**src/rtl/mult_link_pkg.sv**
```systemverilog
// mult_link_pkg: shared types and widths for the link-side multiplier
// controller (mult_link_ctrl) and its shift-add core (seq_mult8).
//
// Contents:
//   state_t      controller FSM states; SEND_CK/WAIT_CK exist only when
//                MULT_LINK_CHECKSUM_EN is defined
//   src_t        requester identity (UART or SPI)
//   BYTE_W       operand / link byte width
//   PROD_W       full product width
//   other_src()  returns the opposite requester
package mult_link_pkg;

  localparam int BYTE_W = 8;
  localparam int PROD_W = 16;

  typedef enum logic [3:0] {
    IDLE,
    GET_B,
    MUL,
    SEND_HI,
    WAIT_HI,
    SEND_LO,
    WAIT_LO
`ifdef MULT_LINK_CHECKSUM_EN
    ,
    SEND_CK,
    WAIT_CK
`endif
  } state_t;

  typedef enum logic {
    SRC_UART = 1'b0,
    SRC_SPI  = 1'b1
  } src_t;

  function automatic src_t other_src(input src_t s);
    return (s == SRC_UART) ? SRC_SPI : SRC_UART;
  endfunction

endpackage

```
**src/rtl/mult_link_ctrl_seq_mult8.sv**
```systemverilog
// seq_mult8: unsigned 8x8 shift-add multiplier, one multiplier bit per cycle.
//
// Bit 0 of the multiplier is folded into the load cycle, so the product is
// final and done pulses 7 clocks after the start edge. The owning FSM then
// sees done one cycle later, giving it exactly 8 cycles in its MUL state.
//
// Ports:
//   clk      system clock
//   reset    synchronous, active-low reset
//   start    load a/b and begin (single-cycle strobe)
//   a, b     unsigned operands (multiplicand, multiplier)
//   done     one-cycle pulse, product is final
//   product  16-bit result, held until the next start
module seq_mult8
  import mult_link_pkg::*;
(
  input  logic              clk,
  input  logic              reset,
  input  logic              start,
  input  logic [BYTE_W-1:0] a,
  input  logic [BYTE_W-1:0] b,
  output logic              done,
  output logic [PROD_W-1:0] product
);

  logic [PROD_W-1:0] acc;
  logic [PROD_W-1:0] mcand;
  logic [BYTE_W-1:0] mplier;
  logic [2:0]        bit_cnt;
  logic              running;

  // NOTE: all sequential state uses non-blocking assignments so every
  // register samples pre-edge values regardless of statement order.
  always_ff @(posedge clk) begin
    // NOTE: reset is synchronous -- only evaluated inside the clocked block.
    if (!reset) begin
      acc     <= '0;
      mcand   <= '0;
      mplier  <= '0;
      bit_cnt <= '0;
      running <= 1'b0;
      done    <= 1'b0;
    end else begin
      done <= 1'b0;
      if (start) begin
        acc     <= b[0] ? {{(PROD_W-BYTE_W){1'b0}}, a} : '0;
        mcand   <= {{(PROD_W-BYTE_W-1){1'b0}}, a, 1'b0};
        mplier  <= {1'b0, b[BYTE_W-1:1]};
        bit_cnt <= 3'd1;
        running <= 1'b1;
      end else if (running) begin
        if (mplier[0]) acc <= acc + mcand;
        mcand   <= mcand << 1;
        mplier  <= mplier >> 1;
        bit_cnt <= bit_cnt + 3'd1;
        if (bit_cnt == 3'd7) begin
          running <= 1'b0;
          done    <= 1'b1;
        end
      end
    end
  end

  assign product = acc;

endmodule

```
**src/rtl/mult_link_ctrl.sv**
```systemverilog
// mult_link_ctrl: transaction controller between the UART/SPI front-end and
// a shared 8x8 multiplier. Takes operand A then operand B from one requester,
// multiplies, and returns the 16-bit product high byte first on the
// requester's transmit path.
//
// Optional feature: define MULT_LINK_CHECKSUM_EN to append a third byte,
// product[15:8] ^ product[7:0], with the same handshake.
//
// Parameters:
//   TIMEOUT_CYCLES  max cycles waiting for operand B before abandoning
//   FIRST_PRIO_SPI  reset value of owner and of the round-robin priority
//
// Ports:
//   clk, reset                    clock, synchronous active-low reset
//   uart_rx_valid/uart_rx_data    received UART byte strobe/data
//   uart_tx_ready                 UART transmitter idle
//   uart_tx_start/uart_tx_data    UART transmit launch strobe/data
//   spi_rx_valid/spi_rx_data      received SPI byte strobe/data
//   spi_tx_done                   SPI byte shifted out strobe
//   spi_start/spi_tx_data         SPI transmit load strobe/data
//   busy                          transaction in progress
//   owner                         current/last owner (0 UART, 1 SPI)
//   drop_err                      sticky: some byte was rejected
module mult_link_ctrl
  import mult_link_pkg::*;
#(
  parameter int TIMEOUT_CYCLES = 100000,
  parameter int FIRST_PRIO_SPI = 0
) (
  input  logic       clk,
  input  logic       reset,
  input  logic       uart_rx_valid,
  input  logic [7:0] uart_rx_data,
  input  logic       uart_tx_ready,
  output logic       uart_tx_start,
  output logic [7:0] uart_tx_data,
  input  logic       spi_rx_valid,
  input  logic [7:0] spi_rx_data,
  input  logic       spi_tx_done,
  output logic       spi_start,
  output logic [7:0] spi_tx_data,
  output logic       busy,
  output logic       owner,
  output logic       drop_err
);

  localparam int TO_W = (TIMEOUT_CYCLES > 1) ? $clog2(TIMEOUT_CYCLES) : 1;
  localparam logic [TO_W-1:0] TO_LAST = TO_W'(TIMEOUT_CYCLES - 1);
  localparam src_t RESET_SRC = (FIRST_PRIO_SPI != 0) ? SRC_SPI : SRC_UART;

  state_t            state;
  src_t              owner_q;
  src_t              prio;
  logic [BYTE_W-1:0] op_a;
  logic [TO_W-1:0]   to_cnt;
  logic              uart_seen_low;

  logic              owner_valid;
  logic              other_valid;
  logic [BYTE_W-1:0] owner_data;
  logic              is_send;
  logic              is_wait;
  logic              wait_exit;
  logic [BYTE_W-1:0] send_byte;
  state_t            wait_state;
  state_t            after_wait;

  logic              mul_start;
  logic              mul_done;
  logic [PROD_W-1:0] product;

  // NOTE: every always_comb output gets a default first, so no path can
  // leave a value unassigned and infer a latch.
  always_comb begin
    owner_valid = (owner_q == SRC_UART) ? uart_rx_valid : spi_rx_valid;
    other_valid = (owner_q == SRC_UART) ? spi_rx_valid  : uart_rx_valid;
    owner_data  = (owner_q == SRC_UART) ? uart_rx_data  : spi_rx_data;
    is_send     = 1'b0;
    is_wait     = 1'b0;
    send_byte   = '0;
    wait_state  = WAIT_HI;
    after_wait  = IDLE;
    case (state)
      SEND_HI: begin
        is_send    = 1'b1;
        send_byte  = product[PROD_W-1:BYTE_W];
        wait_state = WAIT_HI;
      end
      SEND_LO: begin
        is_send    = 1'b1;
        send_byte  = product[BYTE_W-1:0];
        wait_state = WAIT_LO;
      end
      WAIT_HI: begin
        is_wait    = 1'b1;
        after_wait = SEND_LO;
      end
      WAIT_LO: begin
        is_wait    = 1'b1;
`ifdef MULT_LINK_CHECKSUM_EN
        after_wait = SEND_CK;
`else
        after_wait = IDLE;
`endif
      end
`ifdef MULT_LINK_CHECKSUM_EN
      SEND_CK: begin
        is_send    = 1'b1;
        send_byte  = product[PROD_W-1:BYTE_W] ^ product[BYTE_W-1:0];
        wait_state = WAIT_CK;
      end
      WAIT_CK: begin
        is_wait    = 1'b1;
        after_wait = IDLE;
      end
`endif
      default: ;
    endcase
    // UART wait needs a full busy cycle (ready low, then high again).
    wait_exit = (owner_q == SRC_UART) ? (uart_seen_low && uart_tx_ready)
                                      : spi_tx_done;
    // Operand B goes straight into the multiplier on the accepting edge.
    mul_start = (state == GET_B) && owner_valid;
  end

  seq_mult8 u_mult (
    .clk     (clk),
    .reset   (reset),
    .start   (mul_start),
    .a       (op_a),
    .b       (owner_data),
    .done    (mul_done),
    .product (product)
  );

  always_ff @(posedge clk) begin
    if (!reset) begin
      state         <= IDLE;
      owner_q       <= RESET_SRC;
      prio          <= RESET_SRC;
      op_a          <= '0;
      to_cnt        <= '0;
      uart_seen_low <= 1'b0;
      uart_tx_start <= 1'b0;
      uart_tx_data  <= '0;
      spi_start     <= 1'b0;
      spi_tx_data   <= '0;
      drop_err      <= 1'b0;
    end else begin
      uart_tx_start <= 1'b0;
      spi_start     <= 1'b0;

      // Once the multiply starts, nothing is accepted until IDLE.
      if (state != IDLE && state != GET_B && (uart_rx_valid || spi_rx_valid))
        drop_err <= 1'b1;

      case (state)
        IDLE: begin
          to_cnt <= '0;
          if (uart_rx_valid && spi_rx_valid) begin
            owner_q  <= prio;
            op_a     <= (prio == SRC_UART) ? uart_rx_data : spi_rx_data;
            prio     <= other_src(prio);
            drop_err <= 1'b1;
            state    <= GET_B;
          end else if (uart_rx_valid) begin
            owner_q <= SRC_UART;
            op_a    <= uart_rx_data;
            state   <= GET_B;
          end else if (spi_rx_valid) begin
            owner_q <= SRC_SPI;
            op_a    <= spi_rx_data;
            state   <= GET_B;
          end
        end

        GET_B: begin
          if (other_valid) drop_err <= 1'b1;
          if (owner_valid) begin
            state <= MUL;
          end else if (to_cnt == TO_LAST) begin
            drop_err <= 1'b1;
            state    <= IDLE;
          end else begin
            to_cnt <= to_cnt + 1'b1;
          end
        end

        MUL: begin
          if (mul_done) state <= SEND_HI;
        end

        default: begin
          if (is_send) begin
            if (owner_q == SRC_SPI) begin
              spi_start   <= 1'b1;
              spi_tx_data <= send_byte;
              state       <= wait_state;
            end else if (uart_tx_ready) begin
              uart_tx_start <= 1'b1;
              uart_tx_data  <= send_byte;
              uart_seen_low <= 1'b0;
              state         <= wait_state;
            end
          end else if (is_wait) begin
            if (!uart_tx_ready) uart_seen_low <= 1'b1;
            if (wait_exit) begin
              state <= after_wait;
              if (after_wait == IDLE) prio <= other_src(owner_q);
            end
          end else begin
            state <= IDLE;
          end
        end
      endcase
    end
  end

  assign busy  = (state != IDLE);
  assign owner = owner_q;

endmodule

```
**config.mk**
```make
export PLATFORM = sky130hd
export DESIGN_NAME = mult_link_ctrl
export DESIGN_NICKNAME = d
export VERILOG_FILES = /design/src/rtl/mult_link_pkg.sv /design/src/rtl/mult_link_ctrl_seq_mult8.sv /design/src/rtl/mult_link_ctrl.sv
export SDC_FILE = /design/constraint.sdc
export NUM_CORES = 1
export LEC_CHECK = 0
export ABC_CLOCK_PERIOD_IN_PS = 2760
export CAP_MARGIN = 0
export CORE_MARGIN = 2
export CORE_UTILIZATION = 45
export CTS_BUF_LIST = sky130_fd_sc_hd__clkbuf_8 sky130_fd_sc_hd__clkbuf_16
export CTS_CLUSTER_SIZE = 28
export DETAILED_ROUTE_END_ITERATION = 10
export GPL_TIMING_DRIVEN = 0
export PLACE_DENSITY = 0.68
export SETUP_SLACK_MARGIN = 0.15
export SYNTH_ARGS = -nofsm -noshare
export SYNTH_HDL_FRONTEND = slang
export SYNTH_SLANG_ARGS = --single-unit
```
**constraint.sdc**
```tcl
create_clock -name clk -period 2.76 [get_ports clk]
set_clock_uncertainty 0.15 [all_clocks]
set_input_delay 0.552 -clock clk [delete_from_list [all_inputs] [get_ports clk]]
set_output_delay 0.552 -clock clk [all_outputs]
set_load 0.1 [all_outputs]
```
**Word level (Yosys, flattened, before mapping)**

Index checks and enable logic that the tools add are counted.

- Multiplexer cells: 66
- Equal/unequal tests: 21
- Bitwise logic cells: 6
- $add $sub $neg: 3
- Reduce and logical (&&, ||, !) cells: 33

Operator list:

| operator | number |
|---|---|
| 16-bit two-way mux | 3 |
| 8-bit two-way mux | 6 |
| 4-bit two-way mux | 11 |
| 17-bit two-way mux | 2 |
| 17-bit case mux with 2 select lines | 1 |
| 1-bit two-way mux | 33 |
| 9-bit two-way mux | 2 |
| 17-bit by 1-bit adder with 17-bit output (second input constant) | 1 |
| 17-bit == test (second input constant) | 1 |
| 16-bit adder | 1 |
| 8-bit case mux with 2 select lines | 1 |
| 7-bit two-way mux | 2 |
| 2-bit nonzero test | 7 |
| 4-bit by 3-bit == test with 1-bit output (second input constant) | 3 |
| 4-bit case mux with 3 select lines | 1 |
| 2-bit != test (second input constant) | 5 |
| 5-bit AND reduction | 2 |
| 4-bit by 2-bit == test with 1-bit output (second input constant) | 2 |
| 4-bit logical NOT | 2 |
| 2-bit OR reduction | 4 |
| 2-bit by 1-bit != test with 1-bit output (second input constant) | 3 |
| 6-bit by 2-bit != test with 1-bit output (second input constant) | 1 |
| 6-bit by 3-bit != test with 1-bit output (second input constant) | 1 |
| 1-bit NOT | 6 |
| 20 further kinds | 28 |

- Word-level logic and storage cells: 148
- Input bits: 22
- Bits in registers: 94

**Logic depth before layout (Yosys ltp)**

Gate-level depths: netlist of run 1.

- Depth after elaboration: 8
- Depth in mapped cells: 9
- Depth with buffers taken out: 9

**Hierarchy**

Synthesis of run 1 repeated with hierarchy kept, for this count alone.

- Cell total of the unflattened synthesis: 592
- Area, all modules: 5146.2 um2

Modules (own cells, without submodules):

| module | sequential area each (um2) | cells an instance | instances | area each (um2) |
|---|---|---|---|---|
| mult_link_ctrl | 1001.0 | 307 | 1 | 2687.6 |
| seq_mult8 | 860.8 | 285 | 1 | 2458.6 |

**Worst setup path before layout of run 1**

No wires, ideal clock.

- Kind: reg2reg
- Start point: register owner_q (netlist: owner)
- End point: register to_cnt[9]
- Stages on the path, launching flop included: 8
- Path slack: -7 ps
- Data arrival time: 2489 ps
- Period minus slack after synthesis: 2767 ps
- Cell sequence: dfxtp_1 > clkbuf_1 > mux2i_1 > nand3_1 > nor4_2 > nor2b_1 > xnor2_1 > nor2_1

- Cells in the longest elaborated chain, start to end: 3

Ends and longest elaborated chain:

| element | line | RTL |
|---|---|---|
| start: declaration | mult_link_ctrl.sv:52 | `src_t owner_q;` |
| start signal: assignment | mult_link_ctrl.sv:161 | `owner_q <= prio;` |
| 1-bit two-way mux | mult_link_ctrl.sv:75 | `owner_valid = (owner_q == SRC_UART) ? uart_rx_valid : spi_rx_valid;` |
| 2-bit != test (no line) | n/a |  |
| 3-bit AND reduction (no line) | n/a |  |
| end signal: assignment | mult_link_ctrl.sv:185 | `to_cnt <= to_cnt + 1'b1;` |
| end: declaration | mult_link_ctrl.sv:55 | `logic [TO_W-1:0] to_cnt;` |

Every way passes these cells.
A chain may end at the register's enable or synchronous reset.

**Final worst setup path of run 1**

- Start point: register spi_tx_data[2]
- End point: output spi_tx_data[2]

RTL lines:

| element | line | RTL |
|---|---|---|
| start: declaration | mult_link_ctrl.sv:41 | `output logic [7:0] spi_tx_data,` |
| start signal: assignment | mult_link_ctrl.sv:197 | `spi_tx_data <= send_byte;` |

No word-level cell between the ends.

==> results of run 1 <==
through the flow:
step	utilization [%]	setup slack (ps)	instances
6_report	54.81	188.2	753
5_1_grt	54.81	82.27	753
4_1_cts	54.41	92.50	750
3_5_place_dp	52.09	-325.4	735
3_3_place_gp	52.09	-247.1	735
2_1_floorplan	-	227.5	557
tightest hold or removal path: stages, from the launching register on:
cell     delay (ps)
dfxtp_1         330
nand2_1          60
a21oi_1          50
layer usage:
layer	vias to the layer above	wire (um)	part of all wire (%)	GRT usage (%)
met4	0	367	3.2	9.555
met2	119	5345	46	34.67
met3	25	438	3.8	2.857
met5	-	0	0	0
met1	1903	5420	47	26.65
li1	2104	-	-	-
report_power, final:
| group | internal (uW) | switching [uW] |
|---|---|---|
| registers | 1450 | 93.4 |
| clock network | 598 | 494 |
| logic | 309 | 545 |
kinds of logic (layout without fill, tap and decap cells):
group,Yosys count,after routing
compound gates,146,146
xor+xnor,27,27
fa+ha+maj,18,18
buf+inv,42,102
flops,93,93
mux,35,35
simple gates,196,196
cells in the mapped netlist, types with 4 or more instances:
master	number
a211oi_1	31
a21o_1	9
a21oi_1	46
a22o_1	13
a22oi_1	6
a31oi_1	4
buf_2	6
clkbuf_1	26
dfxtp_1	93
ha_1	17
inv_1	7
mux2i_1	35
nand2_1	36
nand2b_1	6
nand3_1	8
nand4_1	8
nor2_1	96
nor2b_1	13
nor3_1	5
o211ai_1	5
o21ai_0	12
or2_2	4
xnor2_1	21
xor2_1	6
layout make-up:
class / instances / share of cell area, %
clock inverters: 6 / 1.977
multi-input cells: 422 / 48.89
well taps: 136 / 3.021
flip-flops and latches: 93 / 33.12
inverters: 8 / 0.5331
repair buffers: 45 / 7.819
clock buffers: 9 / 2.199
plain buffers: 34 / 2.443
cell usage in the layout, fill, tap and decap left out, types with 12 or more instances in the layout:
master / netlist / routed
a211oi_1: 31 / 31
xnor2_1: 21 / 21
mux2i_1: 35 / 35
ha_1: 17 / 17
clkdlybuf4s50_1: 0 / 40
a21oi_1: 46 / 45
nor2b_1: 13 / 13
o21ai_0: 12 / 12
nand2_1: 36 / 36
a22o_1: 13 / 13
clkbuf_1: 26 / 24
nor2_1: 96 / 96
dfxtp_1: 93 / 90
repair_timing:
item / CTS / global route
buffers inserted: 0 / 3
setup endpoints to repair: 11 / 21
resized for setup: 4 / 11
pin swaps: 0 / 3
path summary, 6_finish.rpt:
path | start | endpoint | slack (ps) | depth (start not counted)
setup / recovery | spi_tx_data[2] | spi_tx_data[2] | 190 | 1
hold / removal | op_a[0] | u_mult.mcand[1] | 320 | 2
setup reg to reg | u_mult.product[2] | u_mult.product[15] | 300 | 8
hold reg to reg | op_a[0] | u_mult.mcand[1] | 320 | 2
registers in the layout, summed over array words and instances (netlist names), 3 cells and up:
register and flops:
u_mult.product 16, uart_tx_data 8, spi_tx_data 8, op_a 8, u_mult.mplier 7, u_mult.bit_cnt 3
u_mult.mcand 15, state 3, to_cnt 17
==> results.json, run 1 <==
{
  "outcome": "complete, no violations",
  "setup_viol": 0,
  "drv_slew": 0,
  "path_max_fanout": 2,
  "num_rows": 37,
  "cts_tree": "done",
  "synth_cell_type_count": 56,
  "leakage_uw": 0.002094,
  "vias": 4151,
  "syn-num-nets": 597,
  "cts_buffer_depth": 2,
  "htree_levels": 3,
  "multi_input_area_um2": 2754,
  "dieHeight_um": 106.9,
  "rsz0062_at_grt": "true",
  "n_fill_cell": 957,
  "placedInstanceArea_um2": 5354,
  "crit_buf_inv": 1,
  "synth.top_cells.by_area": "dfxtp_1, nor2_1, mux2i_1",
  "seq_area_frac_synth_pct": 39.10,
  "synth_edf_count": 0,
  "cts_made_buffers": 9,
  "synth-xor-area-share_pct": 4.966,
  "clk_latency_ps": 370,
  "dieArea_um2": 11420,
  "grt_pass1_wl_mm": 18.93,
  "arrival_ps": 1870,
  "fin_nets": 653,
  "endpoint_kind": "output port",
  "yosysWarnings": 0,
  "clkSlewWorstSetupHoldPaths_ps": 90,
  "max_stage_delay_ps": 1140,
  "slowest_stage": "clkdlybuf4s50_1",
  "hold_path_class": "reg2reg",
  "place_hpwl_mm": 8.573,
  "worstPathCellList": "clkdlybuf4s50_1",
  "initial_utilization_pct": 46.34,
  "hold_slack_ps": 323.0,
  "yosys.area_share.simple_pct": 19.65,
  "vdd_drop_max_mv": 0.2816,
  "grt_pass1_vias": 3998,
  "initialDrtViolationCount": 248,
  "tns_ps": 0,
  "maxCapViolations": 0,
  "io_buffers": 42,
  "pin_count": 43,
  "antenna_found_initial": 0,
  "route.detailed.drc": 0,
  "ant_nets": 0,
  "synth_top_area_share_pct": 39.10,
  "yosys.area_share.adder_pct": 4.887,
  "synth_seq_cells": 93,
  "diodes": 0,
  "muxShareOfSynthArea_pct": 7.357,
  "ys.flop_type": "dfxtp_1",
  "power_uw": 3485,
  "p_per_area_nw_per_um2": 618.8,
  "routabilityCongestion": 0.9181,
  "critPathTopFamily": "buffers and inverters",
  "ys_async_sr_fraction_pct": 0,
  "max_slew_margin_pct": 34.93,
  "seqCellArea_um2": 1866,
  "tightest_slew_ps": 973.0,
  "worst_ep_required_time_ps": 2060,
  "coreArea_um2": 10280,
  "overflow": 0,
  "ctsHoldBuffers": 0,
  "finalCriticalPeriod_ps": 2572,
  "crit_path_start_kind": "flip-flop",
  "critical_path_class": "reg2out",
  "yosysTopAreaCell": "dfxtp_1",
  "netlist_area_um2": 4762,
  "hold_violations": 0,
  "drt-pass1-iter-count": 5,
  "cts_sinks": 93,
  "ctsRootBufferMaster": "clkbuf_8",
  "die_w_um": 106.9,
  "drive_gt1_share_pct": 7.618,
  "synth_compound_area_share_pct": 20.57,
  "areaGrowthSynthToFinish_pct": 18.29,
  "fin_crit_sh_pct": 93.18,
  "final_area_um2": 5633,
  "syn-mean-instance-area_um2": 8.549,
  "fmax_mhz": 388.8,
  "grt_use_total_pct": 20.79,
  "synth_top_family_by_area": "compound AO/OA/AOI/OAI gates",
  "wl_per_cell_um": 15.37,
  "synthCells": 557,
  "grt_max_degree": 16,
  "via_per_inst": 5.513,
  "drt_wl_total_mm": 11.57
}
Power figures use the tool's default switching activity.
==> run 2: changes to the inputs <==
--- a/config.mk
+++ b/config.mk
@@ -5,7 +5,6 @@
 export SDC_FILE = /design/constraint.sdc
 export NUM_CORES = 1
 export LEC_CHECK = 0
-export ABC_CLOCK_PERIOD_IN_PS = 2760
 export CAP_MARGIN = 0
 export CORE_MARGIN = 2
 export CORE_UTILIZATION = 45
@@ -13,6 +12,7 @@
 export CTS_CLUSTER_SIZE = 28
 export DETAILED_ROUTE_END_ITERATION = 10
 export GPL_TIMING_DRIVEN = 0
+export HOLD_SLACK_MARGIN = 0.1
 export PLACE_DENSITY = 0.68
 export SETUP_SLACK_MARGIN = 0.15
 export SYNTH_ARGS = -nofsm -noshare
==> results of run 2 <==
No change in the layout: final DEF, timing and power equal those of run 1.
